$ cat src/rtl/multicycle_datapath_regs.sv
// Multicycle MIPS datapath register block: PC, IR, MDR, A, B and ALUOut,
// plus memory-address and next-PC selection. Optional PERF_CNT_EN adds cycle/instruction counters.
module multicycle_datapath_regs #(
  parameter int                 WIDTH    = 32,
  parameter logic [WIDTH-1:0]   RESET_PC = '0
) (
  input  logic             clk,
  input  logic             clr,
  input  logic             IorD,
  input  logic             IRWrite,
  input  logic             PCWrite,
  input  logic             Branch,
  input  logic [1:0]       PCSrc,
  input  logic             zero,
  input  logic [WIDTH-1:0] alu_result,
  input  logic [WIDTH-1:0] mem_rdata,
  input  logic [WIDTH-1:0] rf_rd1,
  input  logic [WIDTH-1:0] rf_rd2,
  output logic [WIDTH-1:0] pc,
  output logic [WIDTH-1:0] mem_addr,
  output logic [WIDTH-1:0] instr,
  output logic [WIDTH-1:0] mdr,
  output logic [WIDTH-1:0] reg_a,
  output logic [WIDTH-1:0] reg_b,
`ifdef PERF_CNT_EN
  output logic [WIDTH-1:0] alu_out,
  output logic [31:0]      cycle_cnt,
  output logic [31:0]      instr_cnt
`else
  output logic [WIDTH-1:0] alu_out
`endif
);

  logic [WIDTH-1:0] r_pc;
  logic [WIDTH-1:0] r_instr;
  logic [WIDTH-1:0] r_mdr;
  logic [WIDTH-1:0] r_a;
  logic [WIDTH-1:0] r_b;
  logic [WIDTH-1:0] r_alu_out;

  logic             w_pc_en;
  logic [WIDTH-1:0] w_next_pc;
  logic [WIDTH-1:0] w_jump_target;

  // Jump target is built from the IR as it stands before any same-cycle IR load.
  assign w_jump_target = {r_pc[WIDTH-1 -: 4], r_instr[25:0], 2'b00};
  assign w_pc_en       = PCWrite | (Branch & zero);

  always_comb begin
    w_next_pc = r_pc;
    case (PCSrc)
      2'b00:   w_next_pc = alu_result;
      2'b01:   w_next_pc = r_alu_out;
      2'b10:   w_next_pc = w_jump_target;
      default: w_next_pc = r_pc;
    endcase
  end

  always_ff @(posedge clk or negedge clr) begin
    if (!clr) begin
      r_pc      <= RESET_PC;
      r_instr   <= '0;
      r_mdr     <= '0;
      r_a       <= '0;
      r_b       <= '0;
      r_alu_out <= '0;
    end else begin
      if (w_pc_en)  r_pc    <= w_next_pc;
      if (IRWrite)  r_instr <= mem_rdata;
      r_mdr     <= mem_rdata;
      r_a       <= rf_rd1;
      r_b       <= rf_rd2;
      r_alu_out <= alu_result;
    end
  end

`ifdef PERF_CNT_EN
  logic [31:0] r_cycle_cnt;
  logic [31:0] r_instr_cnt;

  // Both counters wrap naturally at 2^32.
  always_ff @(posedge clk or negedge clr) begin
    if (!clr) begin
      r_cycle_cnt <= '0;
      r_instr_cnt <= '0;
    end else begin
      r_cycle_cnt <= r_cycle_cnt + 32'd1;
      if (IRWrite) r_instr_cnt <= r_instr_cnt + 32'd1;
    end
  end

  assign cycle_cnt = r_cycle_cnt;
  assign instr_cnt = r_instr_cnt;
`endif

  assign mem_addr = IorD ? r_alu_out : r_pc;
  assign pc       = r_pc;
  assign instr    = r_instr;
  assign mdr      = r_mdr;
  assign reg_a    = r_a;
  assign reg_b    = r_b;
  assign alu_out  = r_alu_out;

endmodule

$ cat config.mk
export PLATFORM = sky130hd
export DESIGN_NAME = multicycle_datapath_regs
export DESIGN_NICKNAME = d
export VERILOG_FILES = /design/src/rtl/multicycle_datapath_regs.sv
export SDC_FILE = /design/constraint.sdc
export NUM_CORES = 1
export LEC_CHECK = 0
export BUFFER_PORTS_ARGS = -buffer_cell sky130_fd_sc_hd__buf_2
export CAP_MARGIN = 5
export CORE_UTILIZATION = 35
export DETAILED_ROUTE_END_ITERATION = 8
export PLACE_DENSITY = 0.66
export SYNTH_ARGS = -nofsm -noshare
export SYNTH_HDL_FRONTEND = slang
export SYNTH_SLANG_ARGS = --single-unit
$ cat constraint.sdc
create_clock -name clk -period 1 [get_ports clk]
set_input_delay 0.15 -clock clk [delete_from_list [all_inputs] [get_ports clk]]
set_output_delay 0.15 -clock clk [all_outputs]
set_load 0.05 [all_outputs]
After elaboration in Yosys (flattened, before gate mapping)
Index checks and enable logic that the tools add are counted.
{"block": "totals", "regBits": 192, "elab_cells": 19, "output_inout_bits": 224, "in_bits": 137}
{"block": "classes", "n_bitwise": 3, "n_reduce_logical": 5, "n_eq_ne": 2, "muxes": 2}
{"operator": "32-bit one-hot mux with 3 select lines", "n": 1}
{"operator": "32-bit two-way mux", "n": 1}
{"operator": "3-bit AND reduction", "n": 1}
{"operator": "3-bit nonzero test", "n": 1}
{"operator": "2-bit by 1-bit == test with 1-bit output, second input constant", "n": 1}
{"operator": "2-bit == test, second input constant", "n": 1}
{"operator": "2-bit zero test", "n": 1}
{"operator": "2-bit AND reduction", "n": 1}
{"operator": "2-bit nonzero test", "n": 1}
{"operator": "1-bit AND", "n": 1}
{"operator": "1-bit inverter", "n": 1}
{"operator": "1-bit bitwise OR", "n": 1}

Logic depth before layout (Yosys ltp)
{"block": "depth", "depth_word": 3, "ltp_mapped": 7, "ltp_nobuf": 5}

Worst setup path before layout
No wires, ideal clock.
{"block": "synth_timing", "path_kind": "input to register", "start": "in PCSrc[0]", "end": "reg r_pc[10] (netlist: pc[10])", "cell_stages": 6, "t_required_ps": 875, "n_path_buf": 2, "setup_time_ps": 125, "t_arrival_ps": 1230, "slack_ps": -355, "cell_sequence": "inv_1 ha_1 buf_2 clkbuf_1 a21oi_1 mux2_4"}
{"block": "synth_between", "elab_chain_len": 3, "word_cells_on_any_way": 6, "classes_between": "2 x eq/ne; 1 x mux; 3 x reduce/logical"}
{"item": "start, declared", "line_no": "13", "rtl": "input logic [1:0] PCSrc,"}
{"item": "2-bit == test (tied with other cells)", "line_no": "51", "rtl": "case (PCSrc)"}
{"item": "3-bit nonzero test (no line)"}
{"item": "2-bit AND reduction (no line)"}
{"item": "end signal, assigned", "line_no": "68", "rtl": "if (w_pc_en) r_pc <= w_next_pc;"}
{"item": "end, declared", "line_no": "34", "rtl": "logic [WIDTH-1:0] r_pc;"}
Parallel ways exist; a longest one is shown, timed or not.
A chain may end at the register's enable or synchronous reset.

Final worst setup path
{"block": "layout_timing", "start": "reg r_pc[17] (netlist: pc[17])", "end": "out mem_addr[17]"}
{"block": "layout_between", "elab_chain_len": 1}
{"item": "32-bit two-way mux", "line_no": "96", "rtl": "assign mem_addr = IorD ? r_alu_out : r_pc;"}
{"item": "end, declared", "line_no": "20", "rtl": "output logic [WIDTH-1:0] mem_addr,"}
Every way passes these cells.

==> qor.yml <==
insertion_delay_ps: 430
cts_buffers: 17
endpoint_kind: "primary output"
grt_pass1_wl_um: 42000
nNetsFinal: 1211
drv_cap: 0
first_pass_iters: 4
holdPathEnd: "instr[24]"
synth-seq-area-share_pct: 72.0
violations: "negative setup slack"
path_clk_slew_ps: 70
arrival_ps: 1310
instances_no_fill: 1321
htree_levels: 4
startpoint_type: "flip-flop"
fin_util_pct: 79.0
ctsLongestPathBuffers: 2
die-area_um2: 19600
drtIter0Drc: 239
rsz0062_at_grt: "yes"
initial_core_util_pct: 35.7
slew_headroom_pct: 83.3
wl_per_cell_um: 23.0
worst_ep_required_time_ps: 850
route.detailed.drc: 0
hold_violations: 0
dr_total_vias: 6497
status: "finished, violations left"
powerDensity_nw_per_um2: 1780
power_mw: 26.3
dpl.hpwl_um: 14700
wirelength_um: 30300
grt_usage_pct: 28.8
grt_start_max_net_pins: 38
final_common_cell: "buf_6"
gr-total-overflow: 0
die_y_um: 140
p_leak_nw: 6.94
slew_viol_final: 0
syn_avg_cell_area_um2: 15.9
ys_types: 19
path_max_fanout: 2
peakVddDrop_uv: 1320
min_period_ps: 1460
min_from: "IRWrite"
tightest_slew_ps: 250
place.gp.congestion: 0.824
setup_slack_ps: -458
synth_cells: 419
post_drt_via_cell_ratio: 4.92
ys_seq_elements: 192
holdPathStages: 3
yosysWarningCount: 0
ios: 361
grt_pass1_vias: 7148
antenna_found_initial: 3
rr_worst_depth: 5
hp-class: "in -> reg"
fin_setup_tns_ps: -54810
area_delta_synth_final_pct: 122
fmax_mhz: 686
reg2reg_slack_ps: -310
io_buffers: 360
hold_ws_ps: 179
finalClockSkew_ps: 18.0
rows: 50
layout-drive-gt1-share_pct: 72.4
nFillCells: 888
setup_viol_count_final: 263
fin_crit_sh_pct: 146
final_cell_mix: "244 x buf_6, 134 x buf_2, 129 x dlygate4sd3_1"
clkSinkCount: 192
antenna_left: 0
die_w_um: 140
synthesis.area_um2: 6670
synthesis.nets: 560
clockRootBuffer: "clkbuf_16"
dp.cells: 1066
r2r-end: "pc[13]"
r2r_start: "alu_out[13]"
timing_worst_setup_path_type: "reg -> out"
cts_tree: "done"
core_um2: 18700
## worst max path at each step
| stage | from | endpoint | slack (ps) | cells past startpoint |
|---|---|---|---|---|
| after detailed placement | PCSrc[1] | pc[21] | -470 | 5 |
| after floorplan | PCSrc[0] | pc[10] | -190 | 5 |
| after CTS | pc[30] | mem_addr[30] | -440 | 2 |
| final | pc[17] | mem_addr[17] | -460 | 2 |
| after global routing | pc[6] | mem_addr[6] | -480 | 2 |
| after global placement | PCSrc[1] | pc[20] | -450 | 5 |
## final cells by class
class                      count  area [um^2]  area share, %
timing repair buffer         657         6800           46.0
sequential                   192         4900           33.2
multi-input combinational    196         2160           14.6
clock buffer                  20          457           3.09
tap                          234          293           1.98
clock inverter                12          120          0.812
inverter                       6         41.3          0.279
antenna                        4         10.0         0.0677
## sequential cells by signal, indices dropped and copies added (netlist names)
| name | cells |
|---|---|
| alu_out | 32 |
| instr | 32 |
| mdr | 32 |
| pc | 32 |
| reg_a | 32 |
| reg_b | 32 |
## report_power, final
part	leakage, nW	internal (mW)	switching, mW
Sequential	2.17	8.50	0.587
Combinational	4.49	4.93	5.50
Clock	0.278	3.45	3.37
Total	6.94	16.9	9.46
## critical path, cell delays in order, from the launching register on
cell,delay [ps]
dfrtp_1,410
mux2_4,310
buf_8,160
## synthesized netlist by cell type
| library cell | number | area share [%] |
|---|---|---|
| dfrtp_1 | 192 | 72 |
| mux2_2 | 72 | 12 |
| nor2_1 | 27 | 1.5 |
| a21oi_1 | 26 | 2.0 |
| a22oi_1 | 26 | 2.9 |
| mux2_4 | 18 | 4.1 |
| buf_2 | 13 | 0.98 |
| clkbuf_1 | 9 | 0.51 |
| o21ai_0 | 8 | 0.60 |
| inv_1 | 6 | 0.34 |
| ha_1 | 4 | 0.75 |
| mux2_1 | 4 | 0.67 |
| nand3_1 | 4 | 0.30 |
| buf_6 | 3 | 0.51 |
| a31oi_1 | 2 | 0.19 |
| nor2b_1 | 2 | 0.19 |
| a21oi_2 | 1 | 0.13 |
| nor3_2 | 1 | 0.15 |
| or2_1 | 1 | 0.094 |
## kinds of logic (layout without fill, tap and decap cells)
logic type      count (synthesis)  in the layout  synth area share (%)
mux                            94             94                  16.9
compound gates                 63             63                  5.79
fa+ha+maj                       4              4                 0.750
simple gates                   35             35                  2.25
flops                         192            192                  72.0
other cells                     0              4                     0
buf+inv                        31            695                  2.33
## repair_timing
item / in CTS / in global routing
endpoints found under the hold margin: 351 / 0
hold buffers: 129 / 0
pin swaps: 39 / 23
gates resized for setup: 637 / 101
setup endpoints to repair: 250 / 257
buffers inserted: 60 / 64
## per-layer routing
layer  wire, um  share of wire, %  global-route usage, %  vias up
li1           -                 -                      -     2763
met1      10900                36                   31.2     3311
met2      16300                54                   53.0      338
met3       1910               6.3                   6.36       85
met4       1200               4.0                   14.0        0
met5          0                 0                      0        -
## stage by stage
step / setup WS [ps] / instance area [um^2]
global placement: -454 / 9850
finish: -458 / 14800
CTS: -444 / 14300
floorplan: -190 / 7240
detailed placement: -472 / 9850
global route: -482 / 14800
Note: power is estimated with default switching activity, not from simulation.
